<file path="src/rtl/aes256_ctr_framer.sv">
// aes256_ctr_framer: builds the AXI-Stream beat sequence for the AES-256 CTR
// engine. Each message is key low half, key high half, counter block, one idle
// cycle, then the payload blocks passed through with a 1-cycle registered hop.
module aes256_ctr_framer #(
   parameter int BLOCK_SIZE  = 128,
   parameter int KEY_LENGTH  = 256,
   parameter int COUNT_WIDTH = 16
) (
   input  logic                    Clk,
   input  logic                    Rst,
   input  logic                    Cmd_valid,
   output logic                    Cmd_ready,
   input  logic [KEY_LENGTH-1:0]   Cmd_key,
   input  logic [BLOCK_SIZE-1:0]   Cmd_iv,
   input  logic                    Cmd_encrypt,
   input  logic                    S_axis_tvalid,
   output logic                    S_axis_tready,
   input  logic [BLOCK_SIZE-1:0]   S_axis_tdata,
   input  logic [BLOCK_SIZE/8-1:0] S_axis_tkeep,
   input  logic                    S_axis_tlast,
   output logic                    M_axis_tvalid,
   input  logic                    M_axis_tready,
   output logic [BLOCK_SIZE-1:0]   M_axis_tdata,
   output logic [BLOCK_SIZE/8-1:0] M_axis_tkeep,
   output logic                    M_axis_tlast,
   output logic                    M_axis_tuser,
   output logic                    Busy,
   output logic [COUNT_WIDTH-1:0]  Blocks_sent,
   output logic                    Keep_error
);

   typedef enum logic [2:0] {ST_IDLE, ST_KEY_LO, ST_KEY_HI, ST_COUNTER, ST_DATA} state_t;

   state_t                  state;
   logic [BLOCK_SIZE-1:0]   key_hi;
   logic [BLOCK_SIZE-1:0]   iv;
   logic                    encrypt;
   logic                    last_accepted;
   logic                    cmd_hs, s_hs, m_hs;

   // Ready signals are decoded from state so they drop in the reset cycle and
   // rise the first cycle after it; the data path itself is fully registered.
   assign Cmd_ready     = (state == ST_IDLE) && !Rst;
   assign S_axis_tready = (state == ST_DATA) && !Rst && !last_accepted &&
                          (!M_axis_tvalid || M_axis_tready);
   assign Busy          = (state != ST_IDLE);

   assign cmd_hs = Cmd_valid & Cmd_ready;
   assign s_hs   = S_axis_tvalid & S_axis_tready;
   assign m_hs   = M_axis_tvalid & M_axis_tready;

   // Framing FSM plus the output beat register, block counter and keep flag.
   always_ff @(posedge Clk) begin
      if (Rst) begin
         state         <= ST_IDLE;
         key_hi        <= '0;
         iv            <= '0;
         encrypt       <= 1'b0;
         last_accepted <= 1'b0;
         M_axis_tvalid <= 1'b0;
         M_axis_tdata  <= '0;
         M_axis_tkeep  <= '0;
         M_axis_tlast  <= 1'b0;
         M_axis_tuser  <= 1'b0;
         Blocks_sent   <= '0;
         Keep_error    <= 1'b0;
      end else begin
         case (state)
            ST_IDLE: begin
               if (cmd_hs) begin
                  key_hi        <= Cmd_key[KEY_LENGTH-1 -: BLOCK_SIZE];
                  iv            <= Cmd_iv;
                  encrypt       <= Cmd_encrypt;
                  Blocks_sent   <= '0;
                  Keep_error    <= 1'b0;
                  M_axis_tdata  <= Cmd_key[BLOCK_SIZE-1:0];
                  M_axis_tkeep  <= '1;
                  M_axis_tlast  <= 1'b0;
                  M_axis_tuser  <= Cmd_encrypt;
                  M_axis_tvalid <= 1'b1;
                  state         <= ST_KEY_LO;
               end
            end
            ST_KEY_LO: begin
               if (m_hs) begin
                  M_axis_tdata <= key_hi;
                  state        <= ST_KEY_HI;
               end
            end
            ST_KEY_HI: begin
               if (m_hs) begin
                  M_axis_tdata <= iv;
                  state        <= ST_COUNTER;
               end
            end
            ST_COUNTER: begin
               // Dropping valid here is the single bubble before payload.
               if (m_hs) begin
                  M_axis_tvalid <= 1'b0;
                  state         <= ST_DATA;
               end
            end
            ST_DATA: begin
               if (s_hs) begin
                  M_axis_tdata  <= S_axis_tdata;
                  M_axis_tkeep  <= S_axis_tkeep;
                  M_axis_tlast  <= S_axis_tlast;
                  M_axis_tuser  <= encrypt;
                  M_axis_tvalid <= 1'b1;
                  if (S_axis_tlast)
                     last_accepted <= 1'b1;
                  if (!S_axis_tlast && (S_axis_tkeep != '1))
                     Keep_error <= 1'b1;
               end else if (m_hs) begin
                  M_axis_tvalid <= 1'b0;
               end
               if (m_hs) begin
                  if (Blocks_sent != '1)
                     Blocks_sent <= Blocks_sent + {{(COUNT_WIDTH-1){1'b0}}, 1'b1};
                  // last_accepted blocks further S beats, so no load can collide here.
                  if (M_axis_tlast) begin
                     last_accepted <= 1'b0;
                     M_axis_tvalid <= 1'b0;
                     state         <= ST_IDLE;
                  end
               end
            end
            default: state <= ST_IDLE;
         endcase
      end
   end

endmodule

</file>
<file path="config.mk">
export PLATFORM = sky130hd
export DESIGN_NAME = aes256_ctr_framer
export DESIGN_NICKNAME = d
export VERILOG_FILES = /design/src/rtl/aes256_ctr_framer.sv
export SDC_FILE = /design/constraint.sdc
export NUM_CORES = 1
export LEC_CHECK = 0
export CORE_AREA = 2 2 269 271
export CTS_CLUSTER_DIAMETER = 120
export CTS_CLUSTER_SIZE = 10
export DETAILED_ROUTE_END_ITERATION = 7
export DIE_AREA = 0 0 271 273
export MAX_ROUTING_LAYER = met4
export SLEW_MARGIN = 5
export SYNTH_ARGS = -nofsm -noshare
export SYNTH_HDL_FRONTEND = slang
export SYNTH_SLANG_ARGS = --single-unit
export TNS_END_PERCENT = 100
</file>
<file path="constraint.sdc">
create_clock -name Clk -period 3.3 [get_ports Clk]
set_input_delay 0.99 -clock Clk [delete_from_list [all_inputs] [get_ports Clk]]
set_output_delay 0.99 -clock Clk [all_outputs]
set_load 0.01 [all_outputs]
</file>
==> flow_metrics.py, run 1 <==
metrics = {
    "global_routing": {
        "grt_overflow": 0,
        "grt_use_total_pct": 20.9,
        "busiest_layer": "met2",
        "use_met2_pct": 32.7,
        "antenna_found_initial": 15,
        "grt_pass1_vias": 18000,
        "met3_usage_pct": 4.16,
        "met1_usage_pct": 26.5,
        "grt_max_degree": 240,
        "grt_pass1_wl_um": 115000,
    },
    "final_layout": {
        "final_cell_mix": "699 x clkdlybuf4s50_1, 529 x nand2_1, 424 x dfxtp_1",
        "drive_above_1_share_pct": 4.51,
        "nNetsFinal": 3367,
        "area_delta_synth_final_pct": 51.6,
        "final_common_cell": "clkdlybuf4s50_1",
    },
    "critical_path": {
        "worstSetupPathType": "reg2out",
        "worstPathRequired_ns": 2.31,
        "reg2reg_to": "M_axis_tdata[61]$_SDFFE_PP0P_",
        "rrSetupSlack_ns": 0.56,
        "end_kind": "output port",
        "cpPeakStageDelay_ns": 0.57,
        "critical-path-slowest-cell": "clkdlybuf4s50_1",
        "crit_chain": "buf_4 -> or3_1 -> clkdlybuf4s50_1",
        "cp_data_arrival_time_ns": 2.15,
        "ff2ff_path_depth": 5,
        "cp-start-kind": "register",
        "r2r_start": "state[2]$_SDFFE_PP0P_",
        "cp_max_fo": 10,
    },
    "sta": {
        "setup_viol": 0,
        "maxSlewViolCount": 0,
        "fmax_mhz": 319,
        "post-route-period-util_pct": 95.0,
        "fin_crit_ns": 3.14,
        "relSlewSlack_pct": 35.2,
        "setup_tns_ns": 0,
        "fin_skew_ns": 0.0253,
        "whs_ns": 0.470,
        "rsz0062_at_grt": "false",
        "finalHoldViolCount": 0,
        "tightest_slew_ns": 0.972,
    },
    "die": {
        "die_y_um": 273,
        "core_mm2": 0.0710,
        "initial_core_util_pct": 25.7,
        "fp.dieW_um": 271,
        "die_area_mm2": 0.0740,
        "row_count": 98,
        "io_pins": 702,
    },
    "synthesis": {
        "synthFlopType": "dfxtp_1",
        "synth_nets": 2768,
        "ys_top_cells_by_area": "dfxtp_1 47%, nand2_1 11%, nand3b_1 11%",
        "synth_edf_count": 0,
        "synth_top_area_share_pct": 46.6,
        "synthCells": 2232,
        "ys_seq_elements": 425,
        "syn_area_mm2": 0.0182,
        "avgSynthCellArea_um2": 8.17,
        "ys_warn_count": 0,
        "yosys.area.top_type": "dfxtp_1",
        "yosysUniqueCellTypes": 43,
        "postSynth.asyncResetShare_pct": 0,
        "yosysSeqAreaShare_pct": 46.6,
    },
    "power": {
        "power.switching_mw": 3.96,
        "p_seq_share_pct": 42.9,
        "powerDensity_mw_per_mm2": 500,
        "comb_power_share_pct": 21.9,
        "leakagePower_nw": 10.7,
        "p_clk_share_pct": 35.3,
        "peakVddDrop_mv": 0.406,
        "intPower_mw": 9.87,
        "swShare_pct": 28.6,
    },
    "placed_design": {
        "io_buffers": 701,
        "hpwl_um": 56100,
        "gp_congestion": 0.874,
    },
    "drt": {
        "vias_per_cell": 4.89,
        "wl_per_cell_um": 20.7,
        "drtAntennaViolNets": 0,
        "drt-total-wl_um": 78800,
        "drt-pass1-iter-count": 6,
        "drtIter0Drc": 1382,
        "drc": 0,
        "routed-via-count": 18600,
    },
    "worst_hold_path": {
        "min_path_cells": 2,
        "hp-class": "reg2reg",
        "worstHoldEndpoint": "iv[25]$_SDFFE_PP0P_",
        "hp-start": "iv[25]$_SDFFE_PP0P_",
    },
    "clock_network": {
        "post_cts_buffers": 0,
        "insertion_delay_ns": 0.58,
        "cts_buffers": 49,
        "clock_path_buffers": 3,
        "clk_pin_slew_ns": 0.06,
        "cts_tree": "yes",
        "cts_root_buffer": "clkbuf_16",
        "htreeDepth": 2,
        "clock_sinks": 425,
    },
    "status": {
        "status": "finished clean",
    },
    "run": {
        "drv_cap": 0,
    },
}
==> power groups by stage <==
stage          combinational (mW)  clock [mW]  sequential, mW
2_1_floorplan                1.27           0            6.06
3_3_place_gp                 3.01           0            6.02
3_5_place_dp                 3.03           0            6.03
4_1_cts                      3.04        5.05            5.92
5_1_grt                      3.27        5.22            5.98
6_report                     3.02        4.88            5.93
==> metrics by stage <==
stage	setup WS (ns)	instance area [um2]	std cells	power [mW]	utilization (%)
floorplan	0.336	18200	2232	7.33	-
global placement	0.0216	26300	3730	9.04	37.1
detailed placement	0.0256	26300	3730	9.05	37.1
CTS	0.117	27600	3785	14.0	38.9
global route	0.120	27600	3800	14.5	38.9
finish	0.164	27600	3800	13.8	38.9
==> state kept, by name, indices dropped and copies added, names as in the netlist <==
name,cells
M_axis_tdata,128
M_axis_tkeep,16
Blocks_sent,16
last_accepted,1
iv,128
M_axis_tvalid,1
M_axis_tuser,1
key_hi,128
encrypt,1
state,3
M_axis_tlast,1
Keep_error,1
==> area by class of cell <==
class                   count  area [um2]
diodes                     15        37.5
clock buffers              52        1270
clock inverters             3        33.8
fillers                  7198       43300
inverters                   3        11.3
multi-input cells        1592        8960
flip-flops and latches    425        8510
well taps                 950        1190
repair buffers            760        7640
==> cell usage after synthesis (2+ instances only) <==
library cell and number:
a211oi_1 133, a221oi_1 129, nand2b_1 3, a2111oi_0 2
a21oi_1 9, nand3b_1 258, buf_1 19, and3_1 2
buf_2 18, nor2_1 309, nor4_4 2, o211ai_1 2
or4_1 2, nand4_1 8, nand3_1 7, a311oi_1 2
xnor2_1 10, inv_1 3, clkbuf_1 175, and2_1 5
nor3_1 20, nor2b_1 4, o21ai_0 4, xor2_1 2
nor4_1 3, nand2_1 530, dfxtp_1 425, and4_1 3
a22oi_1 129
==> repair_timing <==
action                                  4_1_cts  5_1_grt
hold buffers                                  0        0
endpoints found under the hold margin         0        0
resized for setup                             1        0
endpoints found under the setup margin        1        0
==> logic make-up after synthesis <==
group | after synthesis | synth area share [%]
buffers and inverters | 215 | 4.55
muxes | 1 | 0.0617
AOI/OAI and AO/OA | 415 | 17.8
xor gates and xnor gates | 12 | 0.576
and+or+nand+nor | 1163 | 30.3
DFF | 425 | 46.6
adders and majority gates | 1 | 0.0686
==> per-layer routing <==
| layer | wire length [um] | up-vias |
|---|---|---|
| met5 | 0 | - |
| met4 | 2510 | 0 |
| met3 | 5330 | 139 |
| met2 | 37200 | 600 |
| met1 | 33800 | 8782 |
| li1 | - | 9066 |
==> critical path: cells and delay by family, from the launching register on <==
family | cells | cell delay [ns]
flip-flops | 1 | 0.31
buffers and inverters | 2 | 0.75
AND/OR/NAND/NOR | 1 | 0.49
==> how the worst max path moves through the flow <==
stage | startpoint | endpoint | slack [ns]
after CTS | state[0]$_SDFFE_PP0P_ | Busy | 0.12
after floorplan | Rst | S_axis_tready | 0.34
after global routing | state[0]$_SDFFE_PP0P_ | Busy | 0.12
after detailed placement | M_axis_tready | S_axis_tready | 0.03
final | state[0]$_SDFFE_PP0P_ | Busy | 0.16
after global placement | M_axis_tready | S_axis_tready | 0.02
Power figures use the tool's default switching activity.
==> inputs of run 2 (changes only) <==
--- a/config.mk
+++ b/config.mk
@@ -10,6 +10,7 @@
 export CTS_CLUSTER_SIZE = 10
 export DETAILED_ROUTE_END_ITERATION = 7
 export DIE_AREA = 0 0 271 273
+export GPL_ROUTABILITY_DRIVEN = 0
 export MAX_ROUTING_LAYER = met4
 export SLEW_MARGIN = 5
 export SYNTH_ARGS = -nofsm -noshare
==> flow_metrics.py, run 2 (synthesis gave the netlist of run 1 again) <==
metrics = {
    "status": {
        "status": "finished clean",
    },
    "clock_network": {
        "insertion_delay_ns": 0.58,
        "htreeDepth": 2,
        "cts_tree": "yes",
        "cts_root_buffer": "clkbuf_16",
        "clk_pin_slew_ns": 0.06,
        "cts-hold-fix-buffers": 0,
        "cts_buffers": 48,
        "clock_path_buffers": 3,
        "clock_sinks": 425,
    },
    "die": {
        "core_mm2": 0.0710,
        "initial_core_util_pct": 25.7,
        "row_count": 98,
        "io_pins": 702,
        "die_area_mm2": 0.0740,
        "die_y_um": 273,
        "fp.dieW_um": 271,
    },
    "power": {
        "peakVddDrop_mv": 0.364,
        "powerDensity_mw_per_mm2": 499,
        "leakagePower_nw": 10.7,
    },
    "global_routing": {
        "grt_pass1_vias": 17800,
        "grt_overflow": 0,
        "antenna_found_initial": 25,
        "grt_pass1_wl_um": 115000,
        "grt_use_total_pct": 20.8,
        "grt_max_degree": 213,
    },
    "sta": {
        "fin_skew_ns": 0.0202,
        "post-route-period-util_pct": 95.3,
        "fin_crit_ns": 3.14,
        "setup_tns_ns": 0,
        "fmax_mhz": 318,
        "relSlewSlack_pct": 28.1,
        "finalHoldViolCount": 0,
        "maxSlewViolCount": 0,
        "tightest_slew_ns": 1.08,
        "setup_viol": 0,
        "rsz0062_at_grt": "false",
    },
    "placed_design": {
        "io_buffers": 701,
        "place_inst": 3735,
        "hpwl_um": 56300,
        "dpl_cell_area_mm2": 0.0264,
    },
    "critical_path": {
        "critical-path-slowest-cell": "or3b_2",
        "cp_data_arrival_time_ns": 2.15,
        "crit_cells": 3,
        "critPathCapture": "S_axis_tready",
        "cp_top_family": "simple AND/OR/NAND/NOR gates",
        "cpPeakStageDelay_ns": 0.53,
        "worstSetupPathType": "reg2out",
        "crit_chain": "or3b_2 -> nor4_1 -> dlygate4sd2_1",
        "reg2reg_to": "M_axis_tdata[61]$_SDFFE_PP0P_",
        "critPathBufInv": 1,
        "startpoint": "state[2]$_SDFFE_PP0P_",
        "rrSetupSlack_ns": 0.68,
        "worstPathRequired_ns": 2.31,
        "end_kind": "output port",
        "ff2ff_path_depth": 7,
        "cp_max_fo": 14,
        "cp-start-kind": "register",
        "r2r_start": "state[0]$_SDFFE_PP0P_",
    },
    "final_layout": {
        "area_delta_synth_final_pct": 52.1,
        "regArea_mm2": 0.00851,
        "nNetsFinal": 3371,
        "multi_input_area_mm2": 0.00896,
        "layout.cells.non_filler": 3816,
        "fill_cells": 7282,
        "fin_area_mm2": 0.0278,
        "fin_util_pct": 39.1,
        "top_regs": "M_axis_tdata: 128 flops, iv: 128 flops, key_hi: 128 flops",
        "final_cell_mix": "699 x clkdlybuf4s50_1, 529 x nand2_1, 424 x dfxtp_1",
        "final_common_cell": "clkdlybuf4s50_1",
        "drive_above_1_share_pct": 4.65,
    },
    "worst_hold_path": {
        "min_path_cells": 2,
        "hp-class": "reg2reg",
    },
    "run": {
        "drv_cap": 0,
    },
    "drt": {
        "drtIter0Drc": 1489,
        "drtAntennaViolNets": 0,
        "wl_per_cell_um": 20.7,
        "drc": 0,
        "drt-total-wl_um": 78900,
        "routed-via-count": 18600,
        "vias_per_cell": 4.88,
        "drt-pass1-iter-count": 7,
    },
}
[run 2: worst min path at each step]
| stage | start | endpoint | slack, ns |
|---|---|---|---|
| 2_1_floorplan | iv[100]$_SDFFE_PP0P_ | iv[100]$_SDFFE_PP0P_ | 0.45 |
| 3_3_place_gp | iv[46]$_SDFFE_PP0P_ | iv[46]$_SDFFE_PP0P_ | 0.46 |
| 3_5_place_dp | iv[53]$_SDFFE_PP0P_ | iv[53]$_SDFFE_PP0P_ | 0.46 |
| 4_1_cts | iv[124]$_SDFFE_PP0P_ | iv[124]$_SDFFE_PP0P_ | 0.47 |
| 5_1_grt | key_hi[60]$_SDFFE_PP0P_ | key_hi[60]$_SDFFE_PP0P_ | 0.49 |
| 6_report | iv[124]$_SDFFE_PP0P_ | iv[124]$_SDFFE_PP0P_ | 0.47 |
[run 2: final cells by class]
class,instances,share of cell area [%]
clock buffer,54,4.63
multi-input combinational,1592,32.3
sequential,425,30.7
timing repair buffer,765,27.8
tap,950,4.28
clock inverter,1,0.0586
antenna,26,0.234
inverter,3,0.0406
[run 2: worst min-delay path: cells and delay by family (launching register included)]
kind | cells | cell delay (ns)
and+or+nand+nor | 2 | 0.12
DFF | 1 | 0.31
[run 2: timing repair]
item                       CTS  global route
gates resized for setup      1             0
setup endpoints to repair    1             0
hold endpoints to repair     0             0
buffers inserted             0             0
[run 2: metrics by stage]
step           power, mW  hold slack, ns  setup slack (ns)
3_3_place_gp        9.05           0.462            0.0258
6_report            13.8           0.472             0.156
5_1_grt             14.5           0.486            0.0922
4_1_cts             14.0           0.474             0.101
2_1_floorplan       7.33           0.449             0.336
3_5_place_dp        9.07           0.463           -0.0187
[run 2: routing by layer]
| metal | up-vias | global-route usage [%] | part of all wire (%) |
|---|---|---|---|
| met1 | 8810 | 26.4 | 44 |
| li1 | 9093 | - | - |
| met3 | 129 | 4.28 | 6.1 |
| met5 | - | - | 0 |
| met2 | 599 | 32.3 | 48 |
| met4 | 0 | 8.46 | 2.7 |
[run 2: power by group]
group	switching (mW)	internal [mW]
Clock	2.16	2.71
Combinational	1.49	1.55
Sequential	0.292	5.64
Total	3.94	9.90
==> inputs of run 3 (changes only) <==
--- a/config.mk
+++ b/config.mk
@@ -5,6 +5,8 @@
 export SDC_FILE = /design/constraint.sdc
 export NUM_CORES = 1
 export LEC_CHECK = 0
+export ABC_AREA = 0
+export ABC_CLOCK_PERIOD_IN_PS = 3300
 export CORE_AREA = 2 2 269 271
 export CTS_CLUSTER_DIAMETER = 120
 export CTS_CLUSTER_SIZE = 10
==> results of run 3 <==
Final layout, timing and power as in run 2 (identical DEF).
